--- config.mk ---
export PLATFORM = sky130hd
export DESIGN_NAME = xmss_apb_bridge_flat
export DESIGN_NICKNAME = d
export VERILOG_FILES = /design/src/rtl/xmss_bridge_pkg.sv /design/src/rtl/xmss_apb_bridge_if.sv /design/src/rtl/xmss_cmd_seq.sv /design/src/rtl/xmss_apb_bridge.sv /design/src/flat_wrapper.sv
export SDC_FILE = /design/constraint.sdc
export NUM_CORES = 2
export LEC_CHECK = 0
export CELL_PAD_IN_SITES_DETAIL_PLACEMENT = 1
export CELL_PAD_IN_SITES_GLOBAL_PLACEMENT = 2
export CORE_AREA = 4 4 535 537
export DETAILED_ROUTE_END_ITERATION = 16
export DIE_AREA = 0 0 539 541
export DONT_BUFFER_PORTS = 1
export PLACE_DENSITY = 0.49
export SYNTH_ARGS = -nofsm -noshare
export SYNTH_HDL_FRONTEND = slang
export SYNTH_SLANG_ARGS = --single-unit
--- constraint.sdc ---
create_clock -name io_mainClk -period 37.7 [get_ports io_mainClk]
set_input_delay 0 -clock io_mainClk [delete_from_list [all_inputs] [get_ports io_mainClk]]
set_output_delay 0 -clock io_mainClk [all_outputs]
set_load 0.02 [all_outputs]
--- src/rtl/xmss_bridge_pkg.sv ---
// Shared constants for the XMSS APB bridge: register map, bit fields,
// command codes, sequencer states and the no-busy timeout.
package xmss_bridge_pkg;

  localparam logic [7:0] ADDR_CTRL   = 8'h00;
  localparam logic [7:0] ADDR_STATUS = 8'h04;
  localparam logic [7:0] ADDR_STEP   = 8'h08;
  localparam logic [7:0] ADDR_DOUT   = 8'h40;
  localparam logic [7:0] ADDR_DIN    = 8'h80;

  localparam int CTRL_CMD_LSB  = 0;
  localparam int CTRL_START    = 3;
  localparam int CTRL_LEAF_RST = 4;
  localparam int CTRL_FLAG_LSB = 5;
  localparam int CTRL_FLAG_W   = 7;
  localparam int CTRL_IRQ_EN   = 12;

  localparam int STAT_BUSY = 0;
  localparam int STAT_DONE = 1;
  localparam int STAT_ERR  = 2;

  localparam int STEP_START_LSB = 0;
  localparam int STEP_END_LSB   = 4;

  localparam logic [2:0] CMD_SHA256 = 3'b001;
  localparam logic [2:0] CMD_XMSS   = 3'b010;
  localparam logic [2:0] CMD_CHAIN  = 3'b011;
  localparam logic [2:0] CMD_LEAF   = 3'b100;

  localparam int WAIT_CYCLES = 4;

  typedef enum logic [1:0] {
    S_IDLE,
    S_FIRE,
    S_WAIT,
    S_RUN
  } seq_state_e;

  function automatic logic cmd_valid(input logic [2:0] c);
    return c inside {CMD_SHA256, CMD_XMSS, CMD_CHAIN, CMD_LEAF};
  endfunction

endpackage

--- src/rtl/xmss_apb_bridge_if.sv ---
// APB3 slave bus bundle for the XMSS bridge.
// master drives PSEL/PENABLE/PWRITE/PADDR/PWDATA; slave returns PRDATA/PREADY/PSLVERROR.
interface xmss_apb_bridge_if;
  logic        PSEL;
  logic        PENABLE;
  logic        PWRITE;
  logic [7:0]  PADDR;
  logic [31:0] PWDATA;
  logic [31:0] PRDATA;
  logic        PREADY;
  logic        PSLVERROR;

  modport master (
    output PSEL, PENABLE, PWRITE, PADDR, PWDATA,
    input  PRDATA, PREADY, PSLVERROR
  );

  modport slave (
    input  PSEL, PENABLE, PWRITE, PADDR, PWDATA,
    output PRDATA, PREADY, PSLVERROR
  );
endinterface

--- src/rtl/xmss_cmd_seq.sv ---
// Command sequencer: IDLE/FIRE/WAIT/RUN FSM, start-pulse decode, capture strobe.
// In: go, abort, cmd, module_busy. Out: idle, capture, cmd_err, four start pulses.
module xmss_cmd_seq
  import xmss_bridge_pkg::*;
(
  input  logic       clk,
  input  logic       rst,
  input  logic       go,
  input  logic       abort,
  input  logic [2:0] cmd,
  input  logic       module_busy,
  output logic       idle,
  output logic       capture,
  output logic       cmd_err,
  output logic       sha256_start,
  output logic       xmss_start,
  output logic       chain_start,
  output logic       leaf_start
);

  localparam int CW = $clog2(WAIT_CYCLES);

  seq_state_e      state_q, state_d;
  logic [CW-1:0]   cnt_q, cnt_d;

  always_ff @(posedge clk or posedge rst) begin
    if (rst) begin
      state_q <= S_IDLE;
      cnt_q   <= '0;
    end else begin
      state_q <= state_d;
      cnt_q   <= cnt_d;
    end
  end

  always_comb begin
    state_d = state_q;
    cnt_d   = cnt_q;
    capture = 1'b0;
    cmd_err = 1'b0;
    unique case (state_q)
      S_IDLE: if (go) state_d = S_FIRE;
      S_FIRE: begin
        cnt_d = '0;
        if (cmd_valid(cmd)) begin
          state_d = S_WAIT;
        end else begin
          cmd_err = 1'b1;
          state_d = S_IDLE;
        end
      end
      S_WAIT: begin
        if (module_busy) begin
          state_d = S_RUN;
        end else if (cnt_q == CW'(WAIT_CYCLES - 1)) begin
          capture = 1'b1;
          state_d = S_IDLE;
        end else begin
          cnt_d = cnt_q + 1'b1;
        end
      end
      S_RUN: begin
        if (!module_busy) begin
          capture = 1'b1;
          state_d = S_IDLE;
        end
      end
      default: state_d = S_IDLE;
    endcase
    // Leaf reset abandons whatever is in flight without a result.
    if (abort) begin
      state_d = S_IDLE;
      capture = 1'b0;
      cmd_err = 1'b0;
    end
  end

  // cmd cannot change outside IDLE, so these decode cleanly off FIRE.
  always_comb begin
    sha256_start = 1'b0;
    xmss_start   = 1'b0;
    chain_start  = 1'b0;
    leaf_start   = 1'b0;
    if (state_q == S_FIRE) begin
      unique case (1'b1)
        cmd == CMD_SHA256: sha256_start = 1'b1;
        cmd == CMD_XMSS:   xmss_start   = 1'b1;
        cmd == CMD_CHAIN:  chain_start  = 1'b1;
        cmd == CMD_LEAF:   leaf_start   = 1'b1;
        default: ;
      endcase
    end
  end

  assign idle = (state_q == S_IDLE);

endmodule

--- src/rtl/xmss_apb_bridge.sv ---
// APB3 register bridge to the XMSS hash engines: decode, registers, status.
// Ports: io_mainClk, io_systemReset, apb (slave), engine controls/operands,
// output_data, module_busy; irq only when XMSS_BRIDGE_IRQ_EN is defined.
module xmss_apb_bridge
  import xmss_bridge_pkg::*;
#(
  parameter int WOTS_W     = 16,
  parameter int WOTS_LOG_W = $clog2(WOTS_W)
) (
  input  logic                  io_mainClk,
  input  logic                  io_systemReset,
  xmss_apb_bridge_if.slave      apb,
  output logic [2:0]            cmd_reg,
  output logic [1023:0]         input_data_reg,
  output logic                  gen_leaf_start_reg,
  output logic                  gen_chain_start_reg,
  output logic                  sha256XMSS_sha256XMSS_start_reg,
  output logic                  sha256_sha256_start_reg,
  output logic                  gen_leaf_reset,
  output logic [WOTS_LOG_W-1:0] gen_chain_start_step_reg,
  output logic [WOTS_LOG_W-1:0] gen_chain_end_step_reg,
  output logic                  sha256XMSS_sha256XMSS_second_block_data_available,
  output logic                  sha256XMSS_sha256XMSS_store_intermediate,
  output logic                  sha256XMSS_sha256XMSS_continue_intermediate,
  output logic                  sha256XMSS_sha256XMSS_init_iv,
  output logic                  sha256XMSS_sha256XMSS_message_length,
  output logic                  sha256_sha256_init_message,
  output logic                  sha256_sha256_init_iv,
  input  logic [255:0]          output_data,
  input  logic                  module_busy
`ifdef XMSS_BRIDGE_IRQ_EN
  ,
  output logic                  irq
`endif
);

  logic [2:0]             cmd_q;
  logic [CTRL_FLAG_W-1:0] flags_q;
  logic                   irq_en_q;
  logic [WOTS_LOG_W-1:0]  step_s_q, step_e_q;
  logic [1023:0]          din_q;
  logic [255:0]           dout_q;
  logic                   done_q, err_q, lrst_q;

  logic idle, capture, cmd_err;
  logic access, wr, is_ctrl, is_stat, is_step, is_dout, is_din;
  logic ctrl_bad, bad, wr_ok, stat_rd, go, abort;
  logic [31:0] rdata;
  logic [1:0] unused_addr;

  assign unused_addr = apb.PADDR[1:0];

  assign access  = apb.PSEL & apb.PENABLE;
  assign wr      = apb.PWRITE;
  assign is_ctrl = apb.PADDR[7:2] == ADDR_CTRL[7:2];
  assign is_stat = apb.PADDR[7:2] == ADDR_STATUS[7:2];
  assign is_step = apb.PADDR[7:2] == ADDR_STEP[7:2];
  assign is_dout = apb.PADDR[7:5] == ADDR_DOUT[7:5];
  assign is_din  = apb.PADDR[7] == ADDR_DIN[7];

  // Outside IDLE, CTRL may only touch flags / LEAF_RST with cmd held.
  assign ctrl_bad = !idle &&
    (apb.PWDATA[CTRL_START] || apb.PWDATA[2:0] != cmd_q);

  assign bad = !(is_ctrl | is_stat | is_step | is_dout | is_din)
             | (wr & (is_stat | is_dout))
             | (wr & (is_din | is_step) & !idle)
             | (wr & is_ctrl & ctrl_bad);

  assign wr_ok   = access & wr & !bad;
  assign stat_rd = access & !wr & is_stat;
  assign go      = wr_ok & is_ctrl & apb.PWDATA[CTRL_START];
  assign abort   = wr_ok & is_ctrl & apb.PWDATA[CTRL_LEAF_RST];

  always_comb begin
    rdata = '0;
    if (access && !wr && !bad) begin
      unique case (1'b1)
        is_ctrl: begin
          rdata[2:0] = cmd_q;
          rdata[CTRL_FLAG_LSB +: CTRL_FLAG_W] = flags_q;
          rdata[CTRL_IRQ_EN] = irq_en_q;
        end
        is_stat: begin
          rdata[STAT_BUSY] = !idle;
          rdata[STAT_DONE] = done_q;
          rdata[STAT_ERR]  = err_q;
        end
        is_step: begin
          rdata[STEP_START_LSB +: WOTS_LOG_W] = step_s_q;
          rdata[STEP_END_LSB +: WOTS_LOG_W]   = step_e_q;
        end
        is_dout: rdata = dout_q[{apb.PADDR[4:2], 5'd0} +: 32];
        is_din:  rdata = din_q[{apb.PADDR[6:2], 5'd0} +: 32];
        default: rdata = '0;
      endcase
    end
  end

  assign apb.PRDATA    = rdata;
  assign apb.PREADY    = 1'b1;
  assign apb.PSLVERROR = access & bad;

  always_ff @(posedge io_mainClk or posedge io_systemReset) begin
    if (io_systemReset) begin
      cmd_q    <= '0;
      flags_q  <= '0;
      step_s_q <= '0;
      step_e_q <= '0;
      din_q    <= '0;
      dout_q   <= '0;
      done_q   <= 1'b0;
      err_q    <= 1'b0;
      lrst_q   <= 1'b0;
`ifdef XMSS_BRIDGE_IRQ_EN
      irq_en_q <= 1'b0;
      irq      <= 1'b0;
`endif
    end else begin
      lrst_q <= abort;
      if (wr_ok && is_ctrl) begin
        cmd_q   <= apb.PWDATA[2:0];
        flags_q <= apb.PWDATA[CTRL_FLAG_LSB +: CTRL_FLAG_W];
`ifdef XMSS_BRIDGE_IRQ_EN
        irq_en_q <= apb.PWDATA[CTRL_IRQ_EN];
`endif
      end
      if (wr_ok && is_step) begin
        step_s_q <= apb.PWDATA[STEP_START_LSB +: WOTS_LOG_W];
        step_e_q <= apb.PWDATA[STEP_END_LSB +: WOTS_LOG_W];
      end
      if (wr_ok && is_din)
        din_q[{apb.PADDR[6:2], 5'd0} +: 32] <= apb.PWDATA;
      if (capture)
        dout_q <= output_data;
      // A capture coinciding with the STATUS read keeps done set.
      done_q <= capture | (done_q & !stat_rd);
      err_q  <= (access & bad) | cmd_err | (err_q & !stat_rd);
`ifdef XMSS_BRIDGE_IRQ_EN
      irq <= done_q & irq_en_q;
`endif
    end
  end

`ifndef XMSS_BRIDGE_IRQ_EN
  assign irq_en_q = 1'b0;
`endif

  xmss_cmd_seq u_seq (
    .clk          (io_mainClk),
    .rst          (io_systemReset),
    .go           (go),
    .abort        (abort),
    .cmd          (cmd_q),
    .module_busy  (module_busy),
    .idle         (idle),
    .capture      (capture),
    .cmd_err      (cmd_err),
    .sha256_start (sha256_sha256_start_reg),
    .xmss_start   (sha256XMSS_sha256XMSS_start_reg),
    .chain_start  (gen_chain_start_reg),
    .leaf_start   (gen_leaf_start_reg)
  );

  assign cmd_reg                  = cmd_q;
  assign input_data_reg           = din_q;
  assign gen_leaf_reset           = lrst_q;
  assign gen_chain_start_step_reg = step_s_q;
  assign gen_chain_end_step_reg   = step_e_q;

  assign sha256XMSS_sha256XMSS_second_block_data_available = flags_q[0];
  assign sha256XMSS_sha256XMSS_store_intermediate          = flags_q[1];
  assign sha256XMSS_sha256XMSS_continue_intermediate       = flags_q[2];
  assign sha256XMSS_sha256XMSS_init_iv                     = flags_q[3];
  assign sha256XMSS_sha256XMSS_message_length              = flags_q[4];
  assign sha256_sha256_init_message                        = flags_q[5];
  assign sha256_sha256_init_iv                             = flags_q[6];

endmodule
--- src/flat_wrapper.sv ---
// flat-port wrapper written by rule: the top's interface ports become plain ports
module xmss_apb_bridge_flat import xmss_bridge_pkg::*;
#(
  parameter int WOTS_W     = 16,
  parameter int WOTS_LOG_W = $clog2(WOTS_W)
)
  (io_mainClk, io_systemReset, cmd_reg, input_data_reg, gen_leaf_start_reg, gen_chain_start_reg, sha256XMSS_sha256XMSS_start_reg, sha256_sha256_start_reg, gen_leaf_reset, gen_chain_start_step_reg, gen_chain_end_step_reg, sha256XMSS_sha256XMSS_second_block_data_available, sha256XMSS_sha256XMSS_store_intermediate, sha256XMSS_sha256XMSS_continue_intermediate, sha256XMSS_sha256XMSS_init_iv, sha256XMSS_sha256XMSS_message_length, sha256_sha256_init_message, sha256_sha256_init_iv, output_data, module_busy, apb_PSEL, apb_PENABLE, apb_PWRITE, apb_PADDR, apb_PWDATA, apb_PRDATA, apb_PREADY, apb_PSLVERROR);
  xmss_apb_bridge_if apb_i ();
  input  logic io_mainClk;
  input  logic io_systemReset;
  output logic [2:0] cmd_reg;
  output logic [1023:0] input_data_reg;
  output logic gen_leaf_start_reg;
  output logic gen_chain_start_reg;
  output logic sha256XMSS_sha256XMSS_start_reg;
  output logic sha256_sha256_start_reg;
  output logic gen_leaf_reset;
  output logic [WOTS_LOG_W-1:0] gen_chain_start_step_reg;
  output logic [WOTS_LOG_W-1:0] gen_chain_end_step_reg;
  output logic sha256XMSS_sha256XMSS_second_block_data_available;
  output logic sha256XMSS_sha256XMSS_store_intermediate;
  output logic sha256XMSS_sha256XMSS_continue_intermediate;
  output logic sha256XMSS_sha256XMSS_init_iv;
  output logic sha256XMSS_sha256XMSS_message_length;
  output logic sha256_sha256_init_message;
  output logic sha256_sha256_init_iv;
  input  logic [255:0] output_data;
  input  logic module_busy;
  input wire logic [$bits(apb_i.PSEL)-1:0] apb_PSEL;
  input wire logic [$bits(apb_i.PENABLE)-1:0] apb_PENABLE;
  input wire logic [$bits(apb_i.PWRITE)-1:0] apb_PWRITE;
  input wire logic [$bits(apb_i.PADDR)-1:0] apb_PADDR;
  input wire logic [$bits(apb_i.PWDATA)-1:0] apb_PWDATA;
  output wire logic [$bits(apb_i.PRDATA)-1:0] apb_PRDATA;
  output wire logic [$bits(apb_i.PREADY)-1:0] apb_PREADY;
  output wire logic [$bits(apb_i.PSLVERROR)-1:0] apb_PSLVERROR;
  assign apb_i.PSEL = apb_PSEL;
  assign apb_i.PENABLE = apb_PENABLE;
  assign apb_i.PWRITE = apb_PWRITE;
  assign apb_i.PADDR = apb_PADDR;
  assign apb_i.PWDATA = apb_PWDATA;
  assign apb_PRDATA = apb_i.PRDATA;
  assign apb_PREADY = apb_i.PREADY;
  assign apb_PSLVERROR = apb_i.PSLVERROR;
  xmss_apb_bridge #(.WOTS_W(WOTS_W), .WOTS_LOG_W(WOTS_LOG_W)) u_core (.io_mainClk(io_mainClk), .io_systemReset(io_systemReset), .apb(apb_i), .cmd_reg(cmd_reg), .input_data_reg(input_data_reg), .gen_leaf_start_reg(gen_leaf_start_reg), .gen_chain_start_reg(gen_chain_start_reg), .sha256XMSS_sha256XMSS_start_reg(sha256XMSS_sha256XMSS_start_reg), .sha256_sha256_start_reg(sha256_sha256_start_reg), .gen_leaf_reset(gen_leaf_reset), .gen_chain_start_step_reg(gen_chain_start_step_reg), .gen_chain_end_step_reg(gen_chain_end_step_reg), .sha256XMSS_sha256XMSS_second_block_data_available(sha256XMSS_sha256XMSS_second_block_data_available), .sha256XMSS_sha256XMSS_store_intermediate(sha256XMSS_sha256XMSS_store_intermediate), .sha256XMSS_sha256XMSS_continue_intermediate(sha256XMSS_sha256XMSS_continue_intermediate), .sha256XMSS_sha256XMSS_init_iv(sha256XMSS_sha256XMSS_init_iv), .sha256XMSS_sha256XMSS_message_length(sha256XMSS_sha256XMSS_message_length), .sha256_sha256_init_message(sha256_sha256_init_message), .sha256_sha256_init_iv(sha256_sha256_init_iv), .output_data(output_data), .module_busy(module_busy));
endmodule
## Word-level counts from Yosys, hierarchy flattened

Cells that the tools add are included.

| cells by class | value |
|---|---|
| $add $sub $neg | 2 |
| equal/unequal tests | 17 |
| shift operators | 4 |
| multiplexer cells | 33 |
| bitwise gates (word level) | 28 |
| reductions and logical operators | 18 |

Operator list:

| kind | number |
|---|---|
| bitwise mux 1024 bit | 1 |
| variable shift 32 x 12 -> 1024 bit, first input constant | 1 |
| variable part select 1024 x 11 -> 32 bit | 1 |
| variable part select 32 x 12 -> 1024 bit | 1 |
| variable part select 256 x 9 -> 32 bit | 1 |
| one-hot mux 19 bit (2 select lines) | 1 |
| 2-to-1 mux 32 bit | 1 |
| bitwise AND 1 bit | 16 |
| 2-to-1 mux 2 bit | 8 |
| 2-to-1 mux 1 bit | 15 |
| one-hot mux 3 bit (5 select lines) | 1 |
| one-hot mux 5 bit (3 select lines) | 1 |
| negation 10 -> 12 bit | 1 |
| bitwise OR 1 bit | 12 |
| one-hot mux 3 bit (4 select lines) | 1 |
| == test 3 x 2 -> 1 bit, second input constant | 3 |
| one-hot mux 2 bit (4 select lines) | 1 |
| == test 2 bit, second input constant | 3 |
| == test 6 x 1 -> 1 bit, second input constant | 1 |
| == test 6 x 2 -> 1 bit, second input constant | 1 |
| logical AND 1 bit | 6 |
| logical NOT 6 bit | 1 |
| one-hot mux 2 bit (3 select lines) | 1 |
| AND reduction 3 bit | 2 |
| 16 further kinds | 21 |

| storage, ports and cells | value |
|---|---|
| bits in registers | 1305 |

## Longest topological paths before layout

| depth | value |
|---|---|
| word-level depth | 16 |
| depth in mapped cells | 15 |
| depth with buffers taken out | 8 |

## Modules after synthesis

Synthesis repeated with hierarchy kept, for this count alone.

| second synthesis, totals | value |
|---|---|
| cells, all modules | 4820 |
| area, all modules | 64871.0 um^2 |

Modules (own cells, without submodules):

| module | times used | cells each | area an instance (um^2) | sequential area each (um^2) |
|---|---|---|---|---|
| xmss_apb_bridge | 1 | 4788 | 64575.7 | 32556.2 |
| xmss_cmd_seq | 1 | 32 | 295.3 | 100.1 |

## Worst setup path after synthesis

OpenSTA, ideal clock, no wires.

| timing | value |
|---|---|
| path type | input to register |
| start | in apb_PADDR[3] |
| end | reg u_core.dout_q[10] |
| setup time | 0.127 ns |
| data arrival time | 3.481 ns |
| slack | 34.092 ns |
| stages | 15 |
| buffers on the path | 7 |
| path through | buf_2 > buf_1 > clkbuf_1 > buf_1 > inv_1 > ha_1 > clkbuf_1 > nor2b_1 > o21a_1 > nor3_1 > nor4_4 > nor4b_4 > buf_4 > buf_6 > mux2_1 |

| between the ends | value |
|---|---|
| longest elaborated chain between the ends | 14 |
| elaborated cells between the ends (all ways) | 23 |
| classes of those cells | eq/ne (2); mux (1); bitwise (17); reduce/logical (3) |

Ends and longest elaborated chain:

| element | line | text |
|---|---|---|
| start, declared | flat_wrapper.sv:32 | `input wire logic [$bits(apb_i.PADDR)-1:0] apb_PADDR;` |
| == test 6 x 1 -> 1 bit or logical NOT 6 bit (tied branches) | xmss_apb_bridge.sv:56, xmss_apb_bridge.sv:55 |  |
| bitwise OR 1 bit (4 in a row) | xmss_apb_bridge.sv:65 | `assign bad = !(is_ctrl \| is_stat \| is_step \| is_dout \| is_din)` |
| logical NOT 1 bit | xmss_apb_bridge.sv:65 |  |
| bitwise OR 1 bit | xmss_apb_bridge.sv:66 | `\| (wr & (is_stat \| is_dout))` |
| bitwise OR 1 bit | xmss_apb_bridge.sv:67 | `\| (wr & (is_din \| is_step) & !idle)` |
| bitwise OR 1 bit | xmss_apb_bridge.sv:68 | `\| (wr & is_ctrl & ctrl_bad);` |
| logical NOT 1 bit | xmss_apb_bridge.sv:70 | `assign wr_ok = access & wr & !bad;` |
| bitwise AND 1 bit | xmss_apb_bridge.sv:70 |  |
| bitwise AND 1 bit (*) (2 in a row) | xmss_apb_bridge.sv:73 | `assign abort = wr_ok & is_ctrl & apb.PWDATA[CTRL_LEAF_RST];` |
| named net u_core.abort | xmss_apb_bridge.sv:47 | `logic ctrl_bad, bad, wr_ok, stat_rd, go, abort;` |
| 2-to-1 mux 1 bit (*) | xmss_cmd_seq.sv:71 | `if (abort) begin` |
| end signal, assigned | xmss_apb_bridge.sv:135 | `dout_q <= output_data;` |
| end, declared | xmss_apb_bridge.sv:42 | `logic [255:0] dout_q;` |

Mark *: on every way through the listed nets, which the timed path passes. The rest lies on a longest branch.
A chain may end at the register's enable or synchronous reset.

## Worst setup path after layout

| timing | value |
|---|---|
| start | in apb_PADDR[3] |
| end | reg u_core.dout_q[149] |

The elaborated chain is that of the path after synthesis.

==> flow_metrics.env <==
export IMPL_dr_total_vias=46300
export IMPL_syn_area_per_cell_sq_um=12.0
export IMPL_synth_edf_count=0
export IMPL_ys_top_cells_by_area="dfrtp_1, mux4_2, nand2_1"
export IMPL_h_tree_depth=4
export IMPL_antenna_found_initial=39
export IMPL_skew_ns=0.0665
export IMPL_fin_nets=5666
export IMPL_tightest_slew_ns=1.60
export IMPL_slowest_stage="buf_4"
export IMPL_rsz0062_at_grt="false"
export IMPL_postRouteWirelength_um=379000
export IMPL_rrSetupSlack_ns=31.76
export IMPL_clock_sinks=1305
export IMPL_r2r_end="u_core.dout_q[149]$_DFFE_PP0P_"
export IMPL_ctsResizeCount=0
export IMPL_cellLeakagePower_uw=0.0319
export IMPL_crit_type="in -> reg"
export IMPL_regArea_sq_um=32700
export IMPL_crit_path_frequent_cell="buf_4"
export IMPL_synthCells=4917
export IMPL_rows=195
export IMPL_synthArstFlopShare=1.00
export IMPL_synth_warnings=0
export IMPL_crit_start="apb_PADDR[3]"
export IMPL_synth_seq_area_share=0.554
export IMPL_grt_busiest_layer="met2"
export IMPL_grt_pass1_wl_um=499000
export IMPL_p_per_area_nw_per_um2=54.9
export IMPL_crit_cells=14
export IMPL_regToRegStartpoint="u_core.cmd_reg[2]$_DFFE_PP0N_"
export IMPL_drive_gt1_frac=0.190
export IMPL_rr_worst_depth=11
export IMPL_die_h_um=541
export IMPL_cts_tree="built"
export IMPL_grt_max_degree=378
export IMPL_ios=1383
export IMPL_cts_root_buf="clkbuf_16"
export IMPL_max_freq_mhz=145
export IMPL_syn_num_nets=5224
export IMPL_path_max_fanout=280
export IMPL_timing_hold_worst_class="in -> reg"
export IMPL_routabilityCongestion=0.888
export IMPL_end_kind="flip-flop"
export IMPL_drt_iter0_drc=3699
export IMPL_core_sq_um=282000
export IMPL_violations="max-slew violations"
export IMPL_endpoint="u_core.dout_q[149]$_DFFE_PP0P_"
export IMPL_netlist_cell_type_count=65
export IMPL_grt_remaining_overflow=0
export IMPL_peakVddDrop_mv=0.0344
export IMPL_multi_input_area_sq_um=24700
export IMPL_status="finished, violations left"
export IMPL_max_stage_delay_ns=0.82
export IMPL_ys_ff_latch=1305
export IMPL_cts_setup_buffers=0
export IMPL_hold_worst_slack_ns=0.0972
export IMPL_gr_usage_all_layers=0.252
export IMPL_hold_violations=0
export IMPL_dr_pass1_iters=5
export IMPL_dp_cells=8346
export IMPL_timing_final_ws_setup_ns=30.79
export IMPL_synth_top_area_share=0.554
export IMPL_period_share=0.183
export IMPL_power_uw=4090
export IMPL_largest_reg_flops=1024
export IMPL_setup_tns_ns=0
export IMPL_cts_buffers=171
export IMPL_nFillCells=31100
export IMPL_setup_viol=0
export IMPL_grtUsageMet1=0.294
export IMPL_syn_area_sq_um=59000
export IMPL_pre_cts_ws_ns=31.13
export IMPL_path_cells="dlygate4sd3_1 > inv_1 > ha_1 > or4b_1 > nor2_2 > and4_4 > nor4_4 > nor4b_4 > buf_4 > buf_4 > buf_4 > buf_4 > mux2_1 > dlygate4sd3_1"
export IMPL_initial_core_util=0.210
export IMPL_fin_crit_ns=6.91
export IMPL_clk_pin_slew_ns=0.06
export IMPL_finalMaxSlewViolations=57
export IMPL_critical_path_top_delay_family="buffers and inverters"
export IMPL_drc=0
export IMPL_post_drt_wl_per_cell_um=41.0
export IMPL_antenna_left=0
export IMPL_grt_use_met3=0.0824
export IMPL_insertion_delay_ns=0.84
export IMPL_layout_area_overhead_vs_synth_pct=26.2
export IMPL_relSlewSlack=-0.0653
export IMPL_synth_ff_type="dfrtp_1"
export IMPL_avgViaCountPerCell=5.00
export IMPL_required_ns=38.38
export IMPL_hpwl_um=263000
export IMPL_cap_viol_max_count=0
export IMPL_grt_pass1_vias=48900
export IMPL_cp_arrival_ns=7.59
export IMPL_fp_dieW_um=539
export IMPL_die_area_sq_um=292000
export IMPL_grt_use_met2=0.429
export IMPL_cp_start_kind="input port"
export IMPL_port_buffers=0
export IMPL_clk_path_buf_depth=4
export IMPL_yosysTopAreaCell="dfrtp_1"
export IMPL_path_buf_inv=7
export IMPL_instances_no_fill=9250
what timing repair did:
action / 4_1_cts / 5_1_grt
endpoints found under the hold margin: 1401 / 0
setup endpoints to repair: 0 / 0
hold buffers: 580 / 0
metrics by stage:
step | util | area [sq um]
floorplan | - | 59000
global placement | 0.224 | 62900
detailed placement | 0.224 | 62900
CTS | 0.264 | 74300
global route | 0.264 | 74400
finish | 0.264 | 74400
layer usage:
| metal | part of all wire | vias to the layer above |
|---|---|---|
| met5 | 0.00018 | - |
| met4 | 0.043 | 12 |
| met2 | 0.49 | 1993 |
| met1 | 0.38 | 25100 |
| li1 | - | 18700 |
| met3 | 0.085 | 493 |
worst min-delay path, stage by stage:
cell	delay (ns)
nor4bb_1	0.15
and3_4	0.38
mux2_2	0.32
cell type report:
type                       count  share of cell area
timing repair buffer         691              0.0920
tap                         3743              0.0629
sequential                  1305               0.439
inverter                       6            0.000437
clock buffer                 243              0.0657
antenna                       24            0.000807
multi-input combinational   3184               0.332
clock inverter                54             0.00716
cells in the mapped netlist, types with 4 or more instances:
| cell type | n |
|---|---|
| a21oi_1 | 94 |
| a222oi_1 | 4 |
| a22o_1 | 8 |
| a22oi_1 | 64 |
| and2_1 | 4 |
| and3_1 | 7 |
| buf_1 | 56 |
| buf_2 | 32 |
| buf_4 | 5 |
| buf_6 | 25 |
| clkbuf_1 | 303 |
| dfrtp_1 | 1305 |
| ha_1 | 5 |
| inv_1 | 6 |
| mux2_1 | 143 |
| mux2_2 | 274 |
| mux2_4 | 91 |
| mux2i_1 | 174 |
| mux4_2 | 250 |
| nand2_1 | 995 |
| nand2b_1 | 7 |
| nand3_1 | 64 |
| nand3b_1 | 6 |
| nand4_1 | 9 |
| nor2_1 | 24 |
| nor2b_1 | 8 |
| nor3_1 | 9 |
| o21ai_0 | 704 |
| o221ai_1 | 64 |
| o31ai_1 | 120 |
| o41ai_1 | 4 |
cell usage in the layout (no fill, tap or decap), types with 5 or more instances in the layout:
master         instances
o221ai_1              64
mux2_4                91
a21oi_1               94
clkbuf_16            173
nand3_1               57
clkinv_2              25
nand4_1                9
buf_4                106
nand2b_1               7
mux2_2               274
buf_12                13
nand2_4                8
mux2i_1              173
mux4_2               250
o31ai_1              119
inv_6                  7
nand2_1              987
diode_2               24
clkbuf_1              40
dlygate4sd3_1        568
nor3_1                 7
clkinvlp_4             9
ha_1                   5
nand3b_1               6
clkbuf_8              30
a22o_1                 8
bufinv_16              6
dfrtp_1             1305
nand3_4                7
a22oi_1               64
nor2_1                20
mux2_1               143
o21ai_0              703
nor2b_1                6
how the worst min path moves through the flow:
stage,startpoint,to,slack (ns),cells after the start
after floorplan,output_data[0],u_core.dout_q[0]$_DFFE_PP0P_,0.13,1
after global placement,io_systemReset,u_core.input_data_reg[774]$_DFFE_PP0P_,0.09,1
after detailed placement,io_systemReset,u_core.input_data_reg[774]$_DFFE_PP0P_,0.1,1
after CTS,apb_PADDR[7],u_core.input_data_reg[2]$_DFFE_PP0P_,0.005,3
after global routing,apb_PADDR[7],u_core.input_data_reg[2]$_DFFE_PP0P_,0.04,3
final,apb_PADDR[7],u_core.input_data_reg[5]$_DFFE_PP0P_,0.1,3
kinds of logic (layout without fill, tap and decap cells):
group                    count (synthesis)  count (layout)  synth area share
AO/OA/AOI/OAI                         1087            1087             0.106
XOR/XNOR                                 5               5          0.000742
adder cells (fa/ha/maj)                  5               5           0.00106
buffers and inverters                  428             994            0.0314
flip-flops                            1305            1305             0.554
multiplexers                           932             932             0.228
other                                    1              25         0.0000636
AND/OR/NAND/NOR                       1154            1154            0.0791
where the power goes:
group          total, uW  switching [uW]  internal, uW
Sequential          1750             182          1570
Clock               1640             690           945
Combinational        703             282           421
No activity file was read; power rests on OpenSTA's default activity.
